==> src/rtl/pim_dma_ctrl.sv <==
// Bus-master DMA engine: copies 32-bit words between PIM buffer SRAM
// (channel 0) and the Hybrid-PIM macro (channel 1), pipelined 1 word/cycle.
module pim_dma_ctrl #(
  parameter int LEN_W = 16
) (
  input  logic             i_clk,
  input  logic             i_rst_n,
  input  logic             i_start,
  input  logic             i_dir,
  input  logic [31:0]      i_src_addr,
  input  logic [31:0]      i_dst_addr,
  input  logic [LEN_W-1:0] i_len,
  input  logic             i_abort,
  output logic             o_busy,
  output logic             o_done,
  output logic             o_err,
  output logic             o_req_dma,
  input  logic             i_gnt_dma,
  output logic [31:0]      o_dma_addr_0,
  output logic             o_dma_write_0,
  output logic             o_dma_read_0,
  output logic [3:0]       o_dma_size_0,
  output logic [31:0]      o_dma_din_0,
  input  logic [31:0]      i_dma_dout_0,
  output logic [31:0]      o_dma_addr_1,
  output logic             o_dma_write_1,
  output logic             o_dma_read_1,
  output logic [3:0]       o_dma_size_1,
  output logic [31:0]      o_dma_din_1,
  input  logic [31:0]      i_dma_dout_1
);

  typedef enum logic [1:0] {
    S_IDLE,
    S_CHECK,
    S_RUN,
    S_DONE
  } state_e;

  state_e state_q, state_d;

  logic [31:0]      src_q, src_d;
  logic [31:0]      dst_q, dst_d;
  logic [LEN_W-1:0] len_q, len_d;
  logic             dir_q, dir_d;
  logic             err_q, err_d;
  logic [LEN_W-1:0] rd_cnt_q, rd_cnt_d;
  logic [LEN_W-1:0] wr_cnt_q, wr_cnt_d;
  logic             rd_inf_q, rd_inf_d;
  logic             hold_vld_q, hold_vld_d;
  logic [31:0]      hold_data_q, hold_data_d;

  logic             run;
  logic             occ;
  logic             rd_stb;
  logic             wr_stb;
  logic             rd_fire;
  logic             wr_fire;
  logic             last_wr;
  logic [31:0]      rd_data;
  logic [31:0]      wr_data;
  logic [31:0]      rd_addr;
  logic [31:0]      wr_addr;
  logic [29:0]      src_end;
  logic [29:0]      dst_end;
  logic [3:0]       src_rgn;
  logic [3:0]       dst_rgn;
  logic             cfg_bad;

  // Abort kills all strobes in the cycle it is seen
  assign run     = (state_q == S_RUN) && !i_abort;
  assign occ     = rd_inf_q | hold_vld_q;
  assign rd_stb  = run && (rd_cnt_q < len_q);
  assign wr_stb  = run && occ;
  assign rd_fire = rd_stb & i_gnt_dma;
  assign wr_fire = wr_stb & i_gnt_dma;
  assign last_wr = wr_fire &&
                   (wr_cnt_q == len_q - LEN_W'(1));

  assign rd_data = dir_q ? i_dma_dout_1
                         : i_dma_dout_0;
  assign wr_data = rd_inf_q ? rd_data
                            : hold_data_q;
  assign rd_addr = src_q + 32'({rd_cnt_q, 2'b00});
  assign wr_addr = dst_q + 32'({wr_cnt_q, 2'b00});

  assign src_end = {2'b00, src_q[27:0]} +
                   30'({len_q, 2'b00});
  assign dst_end = {2'b00, dst_q[27:0]} +
                   30'({len_q, 2'b00});
  assign src_rgn = dir_q ? 4'h4 : 4'h2;
  assign dst_rgn = dir_q ? 4'h2 : 4'h4;

  assign cfg_bad = (|src_q[1:0]) ||
                   (|dst_q[1:0]) ||
                   (src_q[31:28] != src_rgn) ||
                   (dst_q[31:28] != dst_rgn) ||
                   (src_end > 30'h1000_0000) ||
                   (dst_end > 30'h1000_0000);

  always_ff @(posedge i_clk or negedge i_rst_n) begin
    if (!i_rst_n) begin
      state_q <= S_IDLE;
    end else begin
      state_q <= state_d;
    end
  end

  always_comb begin
    state_d = state_q;
    unique case (state_q)
      S_IDLE: begin
        if (i_start) state_d = S_CHECK;
      end
      S_CHECK: begin
        if (cfg_bad)
          state_d = S_IDLE;
        else if (len_q == '0)
          state_d = S_DONE;
        else
          state_d = S_RUN;
      end
      S_RUN: begin
        if (last_wr) state_d = S_DONE;
      end
      S_DONE: begin
        state_d = S_IDLE;
      end
      default: state_d = S_IDLE;
    endcase
    if (i_abort && state_q != S_IDLE)
      state_d = S_IDLE;
  end

  always_comb begin
    o_busy        = (state_q == S_CHECK) ||
                    (state_q == S_RUN);
    o_done        = (state_q == S_DONE) && !i_abort;
    o_err         = err_q;
    o_req_dma     = rd_stb | wr_stb;
    o_dma_size_0  = 4'b1111;
    o_dma_size_1  = 4'b1111;
    o_dma_read_0  = !dir_q & rd_stb;
    o_dma_write_0 = dir_q & wr_stb;
    o_dma_read_1  = dir_q & rd_stb;
    o_dma_write_1 = !dir_q & wr_stb;
    o_dma_addr_0  = '0;
    o_dma_addr_1  = '0;
    o_dma_din_0   = '0;
    o_dma_din_1   = '0;
    if (o_dma_read_0)  o_dma_addr_0 = rd_addr;
    if (o_dma_write_0) begin
      o_dma_addr_0 = wr_addr;
      o_dma_din_0  = wr_data;
    end
    if (o_dma_read_1)  o_dma_addr_1 = rd_addr;
    if (o_dma_write_1) begin
      o_dma_addr_1 = wr_addr;
      o_dma_din_1  = wr_data;
    end
  end

  always_comb begin
    src_d       = src_q;
    dst_d       = dst_q;
    len_d       = len_q;
    dir_d       = dir_q;
    err_d       = err_q;
    rd_cnt_d    = rd_cnt_q;
    wr_cnt_d    = wr_cnt_q;
    rd_inf_d    = rd_inf_q;
    hold_vld_d  = hold_vld_q;
    hold_data_d = hold_data_q;
    if (state_q == S_IDLE && i_start) begin
      src_d = i_src_addr;
      dst_d = i_dst_addr;
      len_d = i_len;
      dir_d = i_dir;
      err_d = 1'b0;
    end
    if (state_q == S_CHECK && !i_abort && cfg_bad)
      err_d = 1'b1;
    if (!run) begin
      rd_cnt_d   = '0;
      wr_cnt_d   = '0;
      rd_inf_d   = 1'b0;
      hold_vld_d = 1'b0;
    end else begin
      rd_cnt_d = rd_cnt_q + LEN_W'(rd_fire);
      wr_cnt_d = wr_cnt_q + LEN_W'(wr_fire);
      rd_inf_d = rd_fire;
      // Park the returning word when the write side is stalled
      if (rd_inf_q && !wr_fire) begin
        hold_vld_d  = 1'b1;
        hold_data_d = rd_data;
      end else if (wr_fire) begin
        hold_vld_d  = 1'b0;
      end
    end
  end

  always_ff @(posedge i_clk or negedge i_rst_n) begin
    if (!i_rst_n) begin
      src_q       <= '0;
      dst_q       <= '0;
      len_q       <= '0;
      dir_q       <= 1'b0;
      err_q       <= 1'b0;
      rd_cnt_q    <= '0;
      wr_cnt_q    <= '0;
      rd_inf_q    <= 1'b0;
      hold_vld_q  <= 1'b0;
      hold_data_q <= '0;
    end else begin
      src_q       <= src_d;
      dst_q       <= dst_d;
      len_q       <= len_d;
      dir_q       <= dir_d;
      err_q       <= err_d;
      rd_cnt_q    <= rd_cnt_d;
      wr_cnt_q    <= wr_cnt_d;
      rd_inf_q    <= rd_inf_d;
      hold_vld_q  <= hold_vld_d;
      hold_data_q <= hold_data_d;
    end
  end

endmodule

==> config.mk <==
export PLATFORM = sky130hd
export DESIGN_NAME = pim_dma_ctrl
export DESIGN_NICKNAME = d
export VERILOG_FILES = /design/src/rtl/pim_dma_ctrl.sv
export SDC_FILE = /design/constraint.sdc
export NUM_CORES = 1
export LEC_CHECK = 0
export BUFFER_PORTS_ARGS = -buffer_cell sky130_fd_sc_hd__buf_2
export CAP_MARGIN = 10
export CORE_ASPECT_RATIO = 1.5
export CORE_MARGIN = 2
export CORE_UTILIZATION = 35
export CTS_CLUSTER_DIAMETER = 150
export DETAILED_ROUTE_END_ITERATION = 7
export HOLD_SLACK_MARGIN = 0.05
export SLEW_MARGIN = 40
export SYNTH_ARGS = -nofsm -noshare
export SYNTH_HDL_FRONTEND = slang
export SYNTH_SLANG_ARGS = --single-unit
==> constraint.sdc <==
create_clock -name i_clk -period 4.55 [get_ports i_clk]
set_input_delay 0.455 -clock i_clk [delete_from_list [all_inputs] [get_ports i_clk]]
set_output_delay 0.455 -clock i_clk [all_outputs]
set_load 0.02 [all_outputs]
# Yosys cells after proc, flatten, opt, wreduce, memory -nomap -nowiden

Index checks and enable logic that the tools add are counted.

Add/subtract/negate cells: 7
Order comparisons: 3
Eq/ne operators: 9
Multiplexer cells: 24
Bitwise operators: 8
Reductions and logical operators: 27

Operators by type and width:

| operator                                                                 | number |
|---|---|
| 32-bit 2-to-1 mux                                                        | 8 |
| 32-bit by 18-bit adder with 32-bit output                                | 2 |
| 28-bit by 18-bit adder with 29-bit output                                | 2 |
| 29-bit > comparator (second input constant)                              | 2 |
| 16-bit by 1-bit adder with 16-bit output                                 | 2 |
| 16-bit 2-to-1 mux                                                        | 2 |
| 16-bit == test                                                           | 1 |
| 16-bit zero test                                                         | 1 |
| 16-bit less-than comparator                                              | 1 |
| 16-bit by 1-bit subtractor with 16-bit output (second input constant)    | 1 |
| 1-bit logical AND                                                        | 10 |
| 2-bit 2-to-1 mux                                                         | 4 |
| 4-bit by 3-bit inequality test with 1-bit output                         | 2 |
| 2-bit case mux with 4 select lines                                       | 1 |
| 1-bit 2-to-1 mux                                                         | 7 |
| 1-bit AND                                                                | 6 |
| 1-bit logical OR                                                         | 6 |
| 3-bit 2-to-1 mux                                                         | 2 |
| 2-bit == test (second input constant)                                    | 2 |
| 2-bit AND reduction                                                      | 2 |
| 2-bit nonzero test                                                       | 2 |
| 2-bit OR reduction                                                       | 2 |
| 1-bit zero test                                                          | 3 |
| 3-bit by 1-bit inequality test with 1-bit output (second input constant) | 1 |
| other kinds (5)                                                          | 6 |

Flip-flop bits (word level): 150
Input port bits: 150
Logic and storage cells: 89

# Depth between registers and ports, before layout

Gate-level depths: netlist of the first run.

Depth in word-level cells: 9
Gate-level depth with buffers: 16
Gate-level depth less buffers: 15

# Worst setup path after synthesis of the first run

OpenSTA, ideal clock, no wires.

Path type: flip-flop to output port
Start point: register src_q[2]
End point: output port o_dma_addr_1[24]
Arrival: 3.185 ns
Slack: 0.910 ns
Cell stages (with the launch flop): 13
Buffers on the path: 0
Cell sequence: dfrtp_1 ha_1 fa_1 a21o_1 a21oi_1 o21bai_1 and2_1 a2111oi_0 nor3_1 a221oi_1 nor2_1 xnor2_1 o22ai_1

Cells in the longest elaborated chain, start to end: 3

Ends and longest elaborated chain:

| what                                      | line | RTL |
|---|---|---|
| from (decl)                               | 42   | `logic [31:0] src_q, src_d;` |
| from (signal assigned)                    | 215  | `src_q <= src_d;` |
| 32-bit by 18-bit adder with 32-bit output | 84   | `assign rd_addr = src_q + 32'({rd_cnt_q, 2'b00});` |
| 32-bit 2-to-1 mux                         | 156  | `if (o_dma_read_1) o_dma_addr_1 = rd_addr;` |
| 32-bit 2-to-1 mux                         | 157  | `if (o_dma_write_1) begin` |
| to (decl)                                 | 25   | `output logic [31:0] o_dma_addr_1,` |

Every way passes these cells.

# Final worst setup path of the first run

Start point: register src_q[2]
End point: output port o_dma_addr_1[28]

Same word-level chain as after synthesis.

==> impl_metrics.env, run 1 <==
export IMPL_worst_setup_path_type="register to output pin"
export IMPL_post_route_drc_count=0
export IMPL_peak_supply_drop_mv=0.2634
export IMPL_whs_ns=0.2351
export IMPL_static_leakage_power_uw=0.006952
export IMPL_post_place_cells=2278
export IMPL_final_period_utilization=0.9556
export IMPL_antenna_found_initial=0
export IMPL_synth_yosys_warnings=0
export IMPL_max_freq_mhz=230.0
export IMPL_firstDrtPassIters=7
export IMPL_most_common_library_cell_in_the_layout_ignoring_fill_and_taps="sky130_fd_sc_hd__buf_2"
export IMPL_diodes=0
export IMPL_maximum_number_of_pins_on_one_net_before_global_route_repair=99
export IMPL_postRouteWirelength_um=50490
export IMPL_placementRows=86
export IMPL_n_fill_cell=3724
export IMPL_mapped_cells=1579
export IMPL_startpoint_types="register"
export IMPL_drt_iter0_markers=914
export IMPL_worst_setup_path_end_kind="output pin"
export IMPL_numCtsBuffers=17
export IMPL_fp_dieW_um=161.9
export IMPL_timing_final_setup_violations=0
export IMPL_portBuffers=285
export IMPL_dr_total_vias=13200
export IMPL_clk_path_buf_depth=2
export IMPL_htree_num_levels=4
export IMPL_gp_routability_congestion=0.9421
export IMPL_max_slew_worst_pin_slew_ns=0.7997
export IMPL_final_setup_skew_ns=0.009964
export IMPL_post_synth_cell_area_avg_um2=8.294
export IMPL_highest_fanout_seen_on_the_critical_path=4
export IMPL_post_dp_hpwl_um=40180
export IMPL_syn_area_um2=13100
export IMPL_route_antenna_remaining_nets=0
export IMPL_synth_cell_type_count=73
export IMPL_start_util=0.3559
export IMPL_grt_overflow=0
export IMPL_instances_no_fill=2310
export IMPL_grtUsageTotal=0.2531
export IMPL_sequential_cell_area_fraction_in_the_yosys_report=0.2866
export IMPL_synthArstFlopShare=1.000
export IMPL_core_area_um2=36800
export IMPL_layout_common_cells="sky130_fd_sc_hd__buf_2, sky130_fd_sc_hd__a21oi_1, sky130_fd_sc_hd__dfrtp_1"
export IMPL_p_per_area_nw_per_um2=630.0
export IMPL_status="finished, final reports clean"
export IMPL_drt_vias_per_instance=5.715
export IMPL_io_pins=294
export IMPL_drv_max_cap_violation_count=0
export IMPL_placedInstanceArea_um2=14950
export IMPL_final_design_area_no_fill_um2=15640
export IMPL_final_setup_tns_ns=0
export IMPL_timing_final_hold_violations=0
export IMPL_synth_enable_flop_cells=0
export IMPL_die_height_um=240.9
export IMPL_cts_num_sinks=150
export IMPL_final_max_slew_violation_count=0
export IMPL_layout_area_overhead_vs_synth_pct=19.38
export IMPL_clock_tree_root_cell="sky130_fd_sc_hd__clkbuf_16"
export IMPL_seq_cells_post_synth=150
export IMPL_tritoncts="yes"
export IMPL_final_core_utilization=0.4249
export IMPL_share_of_cells_above_drive_strength_1=0.2421
export IMPL_worst_setup_hold_path_clk_slew_ns=0.07
export IMPL_floorplan_die_area_um2=39010
export IMPL_postSynth_topFlopCell="sky130_fd_sc_hd__dfrtp_1"
export IMPL_via_count_of_the_first_global_routing_pass=12710
export IMPL_design_final_nets=2056
export IMPL_cp_required_ns=4.09
export IMPL_layout_min_cycle_time_ns=4.348
export IMPL_hold_path_class="input port to register"
export IMPL_wire_length_of_the_first_global_routing_pass_um=75400
export IMPL_clk_latency_ns=0.45
export IMPL_arrival_time_of_the_worst_setup_path_ns=3.89
export IMPL_worst_slew_margin_rel=0.4649
export IMPL_wl_per_cell_um=21.86
[worst paths after layout]
path                                start          endpoint  slack, ns  depth (start not counted)
min in group asynchronous         i_rst_n         len_q[15]       0.59                          2
setup reg to reg                 len_q[0]             o_err       0.44                         13
hold / removal             i_dst_addr[26]         dst_q[26]       0.24                          2
setup / recovery                 src_q[2]  o_dma_addr_1[28]       0.20                         13
max in group asynchronous         i_rst_n       rd_cnt_q[3]       3.05                          3
hold reg to reg                     o_err             o_err       0.50                          1
[synthesized netlist by cell type (6+ instances only)]
cell	number	area, um^2
sky130_fd_sc_hd__buf_1	7	26.28
sky130_fd_sc_hd__o22ai_1	44	275.3
sky130_fd_sc_hd__a31oi_1	11	68.82
sky130_fd_sc_hd__a2111oi_0	6	52.55
sky130_fd_sc_hd__o21a_1	14	105.1
sky130_fd_sc_hd__nor3b_1	8	60.06
sky130_fd_sc_hd__xor2_1	51	446.7
sky130_fd_sc_hd__nor2_1	120	450.4
sky130_fd_sc_hd__a22o_1	24	210.2
sky130_fd_sc_hd__o21ai_0	68	340.3
sky130_fd_sc_hd__nand2b_1	46	287.8
sky130_fd_sc_hd__o21bai_1	9	67.56
sky130_fd_sc_hd__o211ai_1	6	45.04
sky130_fd_sc_hd__a21o_1	15	112.6
sky130_fd_sc_hd__o311ai_0	6	52.55
sky130_fd_sc_hd__a211oi_1	11	82.58
sky130_fd_sc_hd__nor2b_1	11	68.82
sky130_fd_sc_hd__dfrtp_1	150	3754
sky130_fd_sc_hd__inv_1	53	198.9
sky130_fd_sc_hd__xnor2_1	59	516.8
sky130_fd_sc_hd__nor3_1	28	140.1
sky130_fd_sc_hd__and3_1	12	75.07
sky130_fd_sc_hd__buf_4	8	60.06
sky130_fd_sc_hd__and2_1	11	68.82
sky130_fd_sc_hd__mux2_2	82	923.4
sky130_fd_sc_hd__o41ai_1	6	52.55
sky130_fd_sc_hd__nor4_1	13	81.33
sky130_fd_sc_hd__or3_1	15	93.84
sky130_fd_sc_hd__nand4_1	40	250.2
sky130_fd_sc_hd__clkbuf_1	79	296.5
sky130_fd_sc_hd__mux2i_1	37	370.4
sky130_fd_sc_hd__ha_1	88	1101
sky130_fd_sc_hd__nand3_1	51	255.2
sky130_fd_sc_hd__nand2_1	141	529.3
sky130_fd_sc_hd__a21oi_1	173	865.8
[cells by family (layout without fill, tap and decap cells)]
kind of cell / count (synthesis) / after routing / share of synthesized area
buffers and inverters: 150 / 390 / 0.04557
XOR/XNOR: 110 / 110 / 0.07356
multiplexers: 119 / 119 / 0.09879
adder cells (fa/ha/maj): 92 / 92 / 0.09019
flip-flops: 150 / 150 / 0.2866
other: 1 / 8 / 0.0002863
AND/OR/NAND/NOR: 520 / 520 / 0.1961
AO/OA/AOI/OAI: 437 / 437 / 0.2088
[per-layer routing]
metal | routed length, um | vias up | global-route usage
li1 | - | 6231 | -
met4 | 2237 | 0 | 0.1169
met3 | 3181 | 95 | 0.04090
met1 | 20020 | 6285 | 0.2951
met5 | 0 | - | 0
met2 | 25050 | 590 | 0.4531
[through the flow]
step | total power (uW) | setup slack [ns]
floorplan | 6325 | 0.9096
global placement | 8153 | 0.3574
detailed placement | 8190 | 0.3766
CTS | 9784 | 0.002714
global route | 10440 | -0.01542
finish | 9849 | 0.2022
[repair_timing]
action,CTS,global route
resized for setup,2,10
buffers inserted,0,0
setup endpoints to repair,3,16
gates cloned,0,0
hold buffers,1,0
hold endpoints to repair,25,0
[where the power goes]
| part | internal [uW] | total [uW] | switching, uW |
|---|---|---|---|
| logic | 2290 | 5650 | 3350 |
| registers | 1700 | 2670 | 971 |
| clock network | 933 | 1530 | 596 |
| total | 4930 | 9850 | 4920 |
[state kept, by name, summed over array words and instances, names as in the netlist]
register and count:
dir_q 1, dst_q 32, hold_data_q 32, hold_vld_q 1
len_q 16, o_err 1, rd_cnt_q 16, rd_inf_q 1
src_q 32, state_q 2, wr_cnt_q 16
[critical path: stages, from the launching register on]
cell and delay [ns]:
sky130_fd_sc_hd__dfrtp_1 0.40, sky130_fd_sc_hd__ha_1 0.23, sky130_fd_sc_hd__fa_1 0.41, sky130_fd_sc_hd__a21o_1 0.19, sky130_fd_sc_hd__a21oi_2 0.20, sky130_fd_sc_hd__o21bai_1 0.09, sky130_fd_sc_hd__and2_1 0.19, sky130_fd_sc_hd__a2111oi_1 0.42
sky130_fd_sc_hd__nor3_2 0.17, sky130_fd_sc_hd__a221o_1 0.39, sky130_fd_sc_hd__nand4_1 0.13, sky130_fd_sc_hd__xor2_1 0.23, sky130_fd_sc_hd__o22ai_2 0.17, sky130_fd_sc_hd__buf_2 0.22
[final cells by class]
class                   count  area [um^2]  area share
flip-flops and latches    150         3756      0.2402
repair buffers            306         1609      0.1029
multi-input cells        1286         8840      0.5654
inverters                  53        202.7     0.01296
clock buffers              20        446.7     0.02857
well taps                 484        605.6     0.03873
clock inverters            11        175.2     0.01120
Note: power is estimated with default switching activity, not from simulation.
==> inputs of run 2 (changes only) <==
Settings changed: CORE_MARGIN 2 to not set, CTS_CLUSTER_SIZE set to 30, RECOVER_POWER set to 25.
==> impl_metrics.env, run 2 (synthesized netlist as in run 1, its figures left out) <==
export IMPL_final_max_slew_violation_count=55
export IMPL_postRouteWirelength_um=51690
export IMPL_drt_iter0_markers=1057
export IMPL_p_per_area_nw_per_um2=636.2
export IMPL_layout_min_cycle_time_ns=4.313
export IMPL_clock_tree_root_cell="sky130_fd_sc_hd__clkbuf_16"
export IMPL_placementRows=86
export IMPL_share_of_cells_above_drive_strength_1=0.2444
export IMPL_final_period_utilization=0.9480
export IMPL_drt_vias_per_instance=5.773
export IMPL_status="finished with violations"
export IMPL_via_count_of_the_first_global_routing_pass=13090
export IMPL_worstHoldStart="i_dst_addr[4]"
export IMPL_layout_area_overhead_vs_synth_pct=19.81
export IMPL_grtUsageTotal=0.2689
export IMPL_timing_critical_path_slowest_cell_delay_ns=0.65
export IMPL_timing_final_setup_violations=0
export IMPL_numCtsBuffers=17
export IMPL_worst_slew_margin_rel=-1.054
export IMPL_violations="max-capacitance violations, max-slew violations"
export IMPL_gp_routability_congestion=0.9743
export IMPL_start_util=0.3559
export IMPL_floorplan_die_area_um2=38210
export IMPL_antenna_found_initial=1
export IMPL_timing_final_hold_violations=0
export IMPL_cts_num_sinks=150
export IMPL_worst_setup_path_type="register to output pin"
export IMPL_most_common_library_cell_in_the_layout_ignoring_fill_and_taps="sky130_fd_sc_hd__buf_2"
export IMPL_total_power_uw=9982
export IMPL_setup_repair_after_global_routing_missed_its_margin="true"
export IMPL_die_height_um=238.9
export IMPL_design_final_nets=2062
export IMPL_max_freq_mhz=231.8
export IMPL_layout_common_cells="sky130_fd_sc_hd__buf_2, sky130_fd_sc_hd__a21oi_1, sky130_fd_sc_hd__dfrtp_1"
export IMPL_startpoint_types="register"
export IMPL_htree_num_levels=4
export IMPL_slowest_cell_on_the_critical_path="sky130_fd_sc_hd__dfrtp_1"
export IMPL_worst_setup_hold_path_clk_slew_ns=0.07
export IMPL_dr_total_vias=13380
export IMPL_post_cts_setup_buffers=0
export IMPL_maximum_number_of_pins_on_one_net_before_global_route_repair=99
export IMPL_static_leakage_power_uw=0.006981
export IMPL_post_dp_hpwl_um=40910
export IMPL_peak_supply_drop_mv=0.2734
export IMPL_post_place_cells=2284
export IMPL_post_route_drc_count=0
export IMPL_worst_setup_path_end_kind="output pin"
export IMPL_final_setup_skew_ns=0.01480
export IMPL_fp_dieW_um=159.9
export IMPL_timing_critical_path_max_delay_family="compound AO/OA/AOI/OAI gates"
export IMPL_wire_length_of_the_first_global_routing_pass_um=78380
export IMPL_worst_path_buf_inv=3
export IMPL_arrival_time_of_the_worst_setup_path_ns=3.86
export IMPL_clk_path_buf_depth=2
export IMPL_route_antenna_remaining_nets=0
export IMPL_crit_path_cell_trace="inv_1, ha_1, a21o_1, a21oi_1, nor2b_1, o21ai_0, a21oi_1, nor3_1, o31a_1, nand2_1, buf_4, o22ai_1, buf_2"
export IMPL_clk_latency_ns=0.46
export IMPL_largest_registers="dst_q x32, hold_data_q x32, src_q x32"
export IMPL_firstDrtPassIters=5
export IMPL_hold_path_class="input port to register"
export IMPL_grt_overflow=0
export IMPL_cp_required_ns=4.09
export IMPL_core_area_um2=36800
export IMPL_max_slew_worst_pin_slew_ns=3.080
export IMPL_path_common_cell="sky130_fd_sc_hd__a21oi_1"
export IMPL_wl_per_cell_um=22.30
export IMPL_io_pins=294
export IMPL_cp_startpoint="len_q[10]"
export IMPL_portBuffers=285
export IMPL_instances_no_fill=2318
export IMPL_drv_max_cap_violation_count=1
export IMPL_r2r_start="len_q[0]"
export IMPL_highest_fanout_seen_on_the_critical_path=19
export IMPL_tritoncts="yes"
==> run 2: changes by cell type in the layout (fill, tap and decap cells not counted), sizes merged <==
| cell | delta |
|---|---|
| clkbuf | +3 |
| bufinv | +1 |
| buf | +4 |
| diode | +1 |
| clkinv | -1 |
==> run 2: metal layers <==
metal  share of wire  vias up  global-route usage  wire length (um)
met1            0.40     6377              0.3121             20540
met2            0.49      641              0.4680             25090
met5               0        -                   0                 0
li1                -     6231                   -                 -
met4           0.054        0              0.1532              2809
met3           0.063      133             0.04320              3257
==> run 2: cell type report <==
class,instances,area [um^2]
Multi-Input combinational cell,1286,8827
Clock inverter,11,196.4
Timing Repair Buffer,312,1637
Clock buffer,21,460.4
Inverter,53,202.7
Tap cell,484,605.6
Fill cell,3791,21110
Antenna cell,1,2.502
Sequential cell,150,3760
==> run 2: worst paths after layout <==
kind                                     to  slack (ns)  cells after the start
max reg2reg                           o_err        0.45                     13
min reg2reg                 hold_data_q[24]        0.53                      2
max                        o_dma_addr_1[25]        0.24                     13
max in group asynchronous          len_q[4]        0.83                      3
min                                dst_q[4]        0.23                      2
min in group asynchronous         dst_q[24]        1.59                      2
==> run 2: power breakdown <==
group          switching, uW  internal, uW  total [uW]
sequential               912          1710        2620
clock                    612          1010        1620
combinational           3440          2300        5750
==> run 2: worst reg2reg max path: cells and delay by family, from the launching register on <==
kind	cells	cell delay, ns
compound gates	4	1.28
fa+ha+maj	2	0.72
buf+inv	2	0.23
flops	1	0.53
simple gates	5	1.23
==> run 2: stage by stage <==
| stage | hold WS, ns | area (um^2) | TNS (ns) | utilization | setup slack, ns |
|---|---|---|---|---|---|
| final | 0.2303 | 15690 | 0 | 0.4264 | 0.2367 |
| after global routing | 0.2140 | 15690 | -0.07232 | 0.4264 | -0.04458 |
| after CTS | 0.2041 | 15670 | 0 | 0.4258 | 0.03094 |
| after detailed placement | 0.4522 | 14990 | 0 | 0.4074 | 0.4975 |
| after global placement | 0.4517 | 14990 | 0 | 0.4074 | 0.5358 |
| after floorplan | 0.1594 | 13120 | 0 | - | 0.9096 |
==> run 2: what timing repair did <==
item,CTS,global route
hold endpoints to repair,53,0
hold buffers,1,0
endpoints found under the setup margin,3,31
gates resized for setup,3,11
==> inputs of run 3 (changes only) <==
Settings changed: CORE_ASPECT_RATIO 1.5 to 0.7.
Clock period 4.55 ns to 5.1 ns, I/O delays scaled along.
==> impl_metrics.env, run 3 (synthesized netlist as in run 1, its figures left out) <==
export IMPL_via_count_of_the_first_global_routing_pass=12310
export IMPL_antenna_found_initial=0
export IMPL_worst_slew_margin_rel=-1.236
export IMPL_htree_num_levels=4
export IMPL_p_per_area_nw_per_um2=566.3
export IMPL_gp_routability_congestion=0.9770
export IMPL_design_final_nets=2052
export IMPL_numCtsBuffers=17
export IMPL_violations="max-capacitance violations, max-slew violations"
export IMPL_dr_total_vias=13570
export IMPL_final_setup_skew_ns=0.01112
export IMPL_firstDrtPassIters=6
export IMPL_worst_path_buf_inv=1
export IMPL_net_switching_power_uw=4460
export IMPL_pwr_share_clk=0.149
export IMPL_wire_length_of_the_first_global_routing_pass_um=73640
export IMPL_grt_overflow=0
export IMPL_p_int_uw=4343
export IMPL_most_common_library_cell_in_the_layout_ignoring_fill_and_taps="sky130_fd_sc_hd__buf_2"
export IMPL_hold_path_class="input port to register"
export IMPL_diodes=0
export IMPL_worst_setup_path_end_kind="output pin"
export IMPL_cts_num_sinks=150
export IMPL_seq_power_share=0.267
export IMPL_peak_supply_drop_mv=0.3571
export IMPL_timing_final_hold_violations=0
export IMPL_worstHoldStart="i_len[3]"
export IMPL_switching_share=0.5067
export IMPL_placementRows=58
export IMPL_tritoncts="yes"
export IMPL_placedInstanceArea_um2=14930
export IMPL_postRouteWirelength_um=49380
export IMPL_slowest_cell_on_the_critical_path="sky130_fd_sc_hd__a21oi_1"
export IMPL_post_route_drc_count=0
export IMPL_clock_tree_root_cell="sky130_fd_sc_hd__clkbuf_16"
export IMPL_drt_iter0_markers=1400
export IMPL_highest_fanout_seen_on_the_critical_path=7
export IMPL_reg2reg_depth=13
export IMPL_share_of_cells_above_drive_strength_1=0.2348
export IMPL_layout_common_cells="sky130_fd_sc_hd__buf_2, sky130_fd_sc_hd__a21oi_1, sky130_fd_sc_hd__dfrtp_1"
export IMPL_io_pins=294
export IMPL_post_dp_hpwl_um=37920
export IMPL_maximum_number_of_pins_on_one_net_before_global_route_repair=99
export IMPL_clk_path_buf_depth=2
export IMPL_wl_per_cell_um=21.44
export IMPL_route_antenna_remaining_nets=0
export IMPL_final_setup_tns_ns=0
export IMPL_final_max_slew_violation_count=65
export IMPL_fp_dieW_um=233.2
export IMPL_layout_min_cycle_time_ns=4.937
export IMPL_number_of_gates_resized_after_cts=0
export IMPL_cp_required_ns=4.59
export IMPL_path_common_cell="sky130_fd_sc_hd__o21ai_0"
export IMPL_timing_hold_worst_endpoint="len_q[3]"
export IMPL_timing_reg2reg_setup_slack_ns=0.52
export IMPL_comb_power_share=0.584
export IMPL_core_area_um2=36360
export IMPL_timing_critical_path_slowest_cell_delay_ns=0.68
export IMPL_r2r_start="len_q[0]"
export IMPL_final_period_utilization=0.9681
export IMPL_worst_setup_path_type="register to output pin"
export IMPL_cts_hold_buffers_added=1
export IMPL_max_slew_worst_pin_slew_ns=3.354
export IMPL_die_height_um=163.8
export IMPL_worst_setup_hold_path_clk_slew_ns=0.07
export IMPL_crit_path_cell_trace="ha_1, nor2b_1, o21a_1, o21ai_0, a211oi_1, o21ai_0, o2111ai_1, a21oi_1, and4b_1, xnor2_1, o22ai_1, buf_2"
export IMPL_arrival_time_of_the_worst_setup_path_ns=4.43
export IMPL_clk_latency_ns=0.44
export IMPL_layout_area_overhead_vs_synth_pct=18.68
export IMPL_start_util=0.3602
export IMPL_worstHoldPathCells=2
export IMPL_setup_repair_after_global_routing_missed_its_margin="false"
export IMPL_timing_final_setup_violations=0
export IMPL_grtUsageTotal=0.2545
export IMPL_rr_endpoint="o_err"
export IMPL_startpoint_types="register"
export IMPL_final_core_utilization=0.4275
export IMPL_timing_critical_path_max_delay_family="compound AO/OA/AOI/OAI gates"
export IMPL_status="finished with violations"
export IMPL_drv_max_cap_violation_count=1
export IMPL_largest_registers="dst_q x32, hold_data_q x32, src_q x32"
export IMPL_portBuffers=285
export IMPL_drt_vias_per_instance=5.891
export IMPL_post_cts_setup_buffers=0
export IMPL_max_freq_mhz=202.5
export IMPL_floorplan_die_area_um2=38210
export IMPL_static_leakage_power_uw=0.006918
export IMPL_final_design_area_no_fill_um2=15540
## run 3: cell types whose count changed in the layout (fill, tap and decap cells not counted), moves of 3 or more
cell,delta
sky130_fd_sc_hd__dfrtp_1,+3
sky130_fd_sc_hd__dfrtp_2,-3
sky130_fd_sc_hd__clkinv_2,+3
sky130_fd_sc_hd__buf_4,-12
## run 3: layer usage
layer,vias up,GRT usage,part of all wire
met5,-,0,0
met4,0,0.06447,0.020
met3,73,0.06563,0.091
met2,646,0.3564,0.42
met1,6631,0.3809,0.47
li1,6218,-,-
## run 3: per-stage QoR
step	hold WS (ns)	cells	worst slack, ns	total power, uW
floorplan	0.2144	1586	1.405	5643
global placement	0.5143	2268	0.8048	7260
detailed placement	0.5087	2269	0.7340	7286
CTS	0.2673	2302	0.3075	8657
global route	0.2683	2303	0.03459	9382
finish	0.2901	2303	0.1628	8802
## run 3: worst max path at each step
stage	slack, ns	startpoint	end	cells after the start
after global placement	0.80	len_q[0]	o_err	13
after floorplan	1.40	src_q[2]	o_dma_addr_1[24]	12
final	0.16	wr_cnt_q[2]	o_dma_addr_0[28]	12
after detailed placement	0.73	len_q[0]	o_err	13
after CTS	0.31	wr_cnt_q[2]	o_dma_addr_0[28]	12
after global routing	0.03	wr_cnt_q[2]	o_dma_addr_0[28]	12
## run 3: final cells by class
type	count	area, um^2
clock buffers	19	432.9
clock inverters	13	157.7
flip-flops and latches	150	3756
inverters	53	198.9
well taps	480	600.6
repair buffers	302	1600
multi-input cells	1286	8796
fillers	3631	20820
## run 3: power by group through the flow
stage                     sequential (uW)  clock [uW]  combinational (uW)
after floorplan                      1840           0                3810
after global placement               2330           0                4930
after detailed placement             2350           0                4940
after CTS                            2320        1350                4990
after global routing                 2390        1400                5590
final                                2350        1310                5140
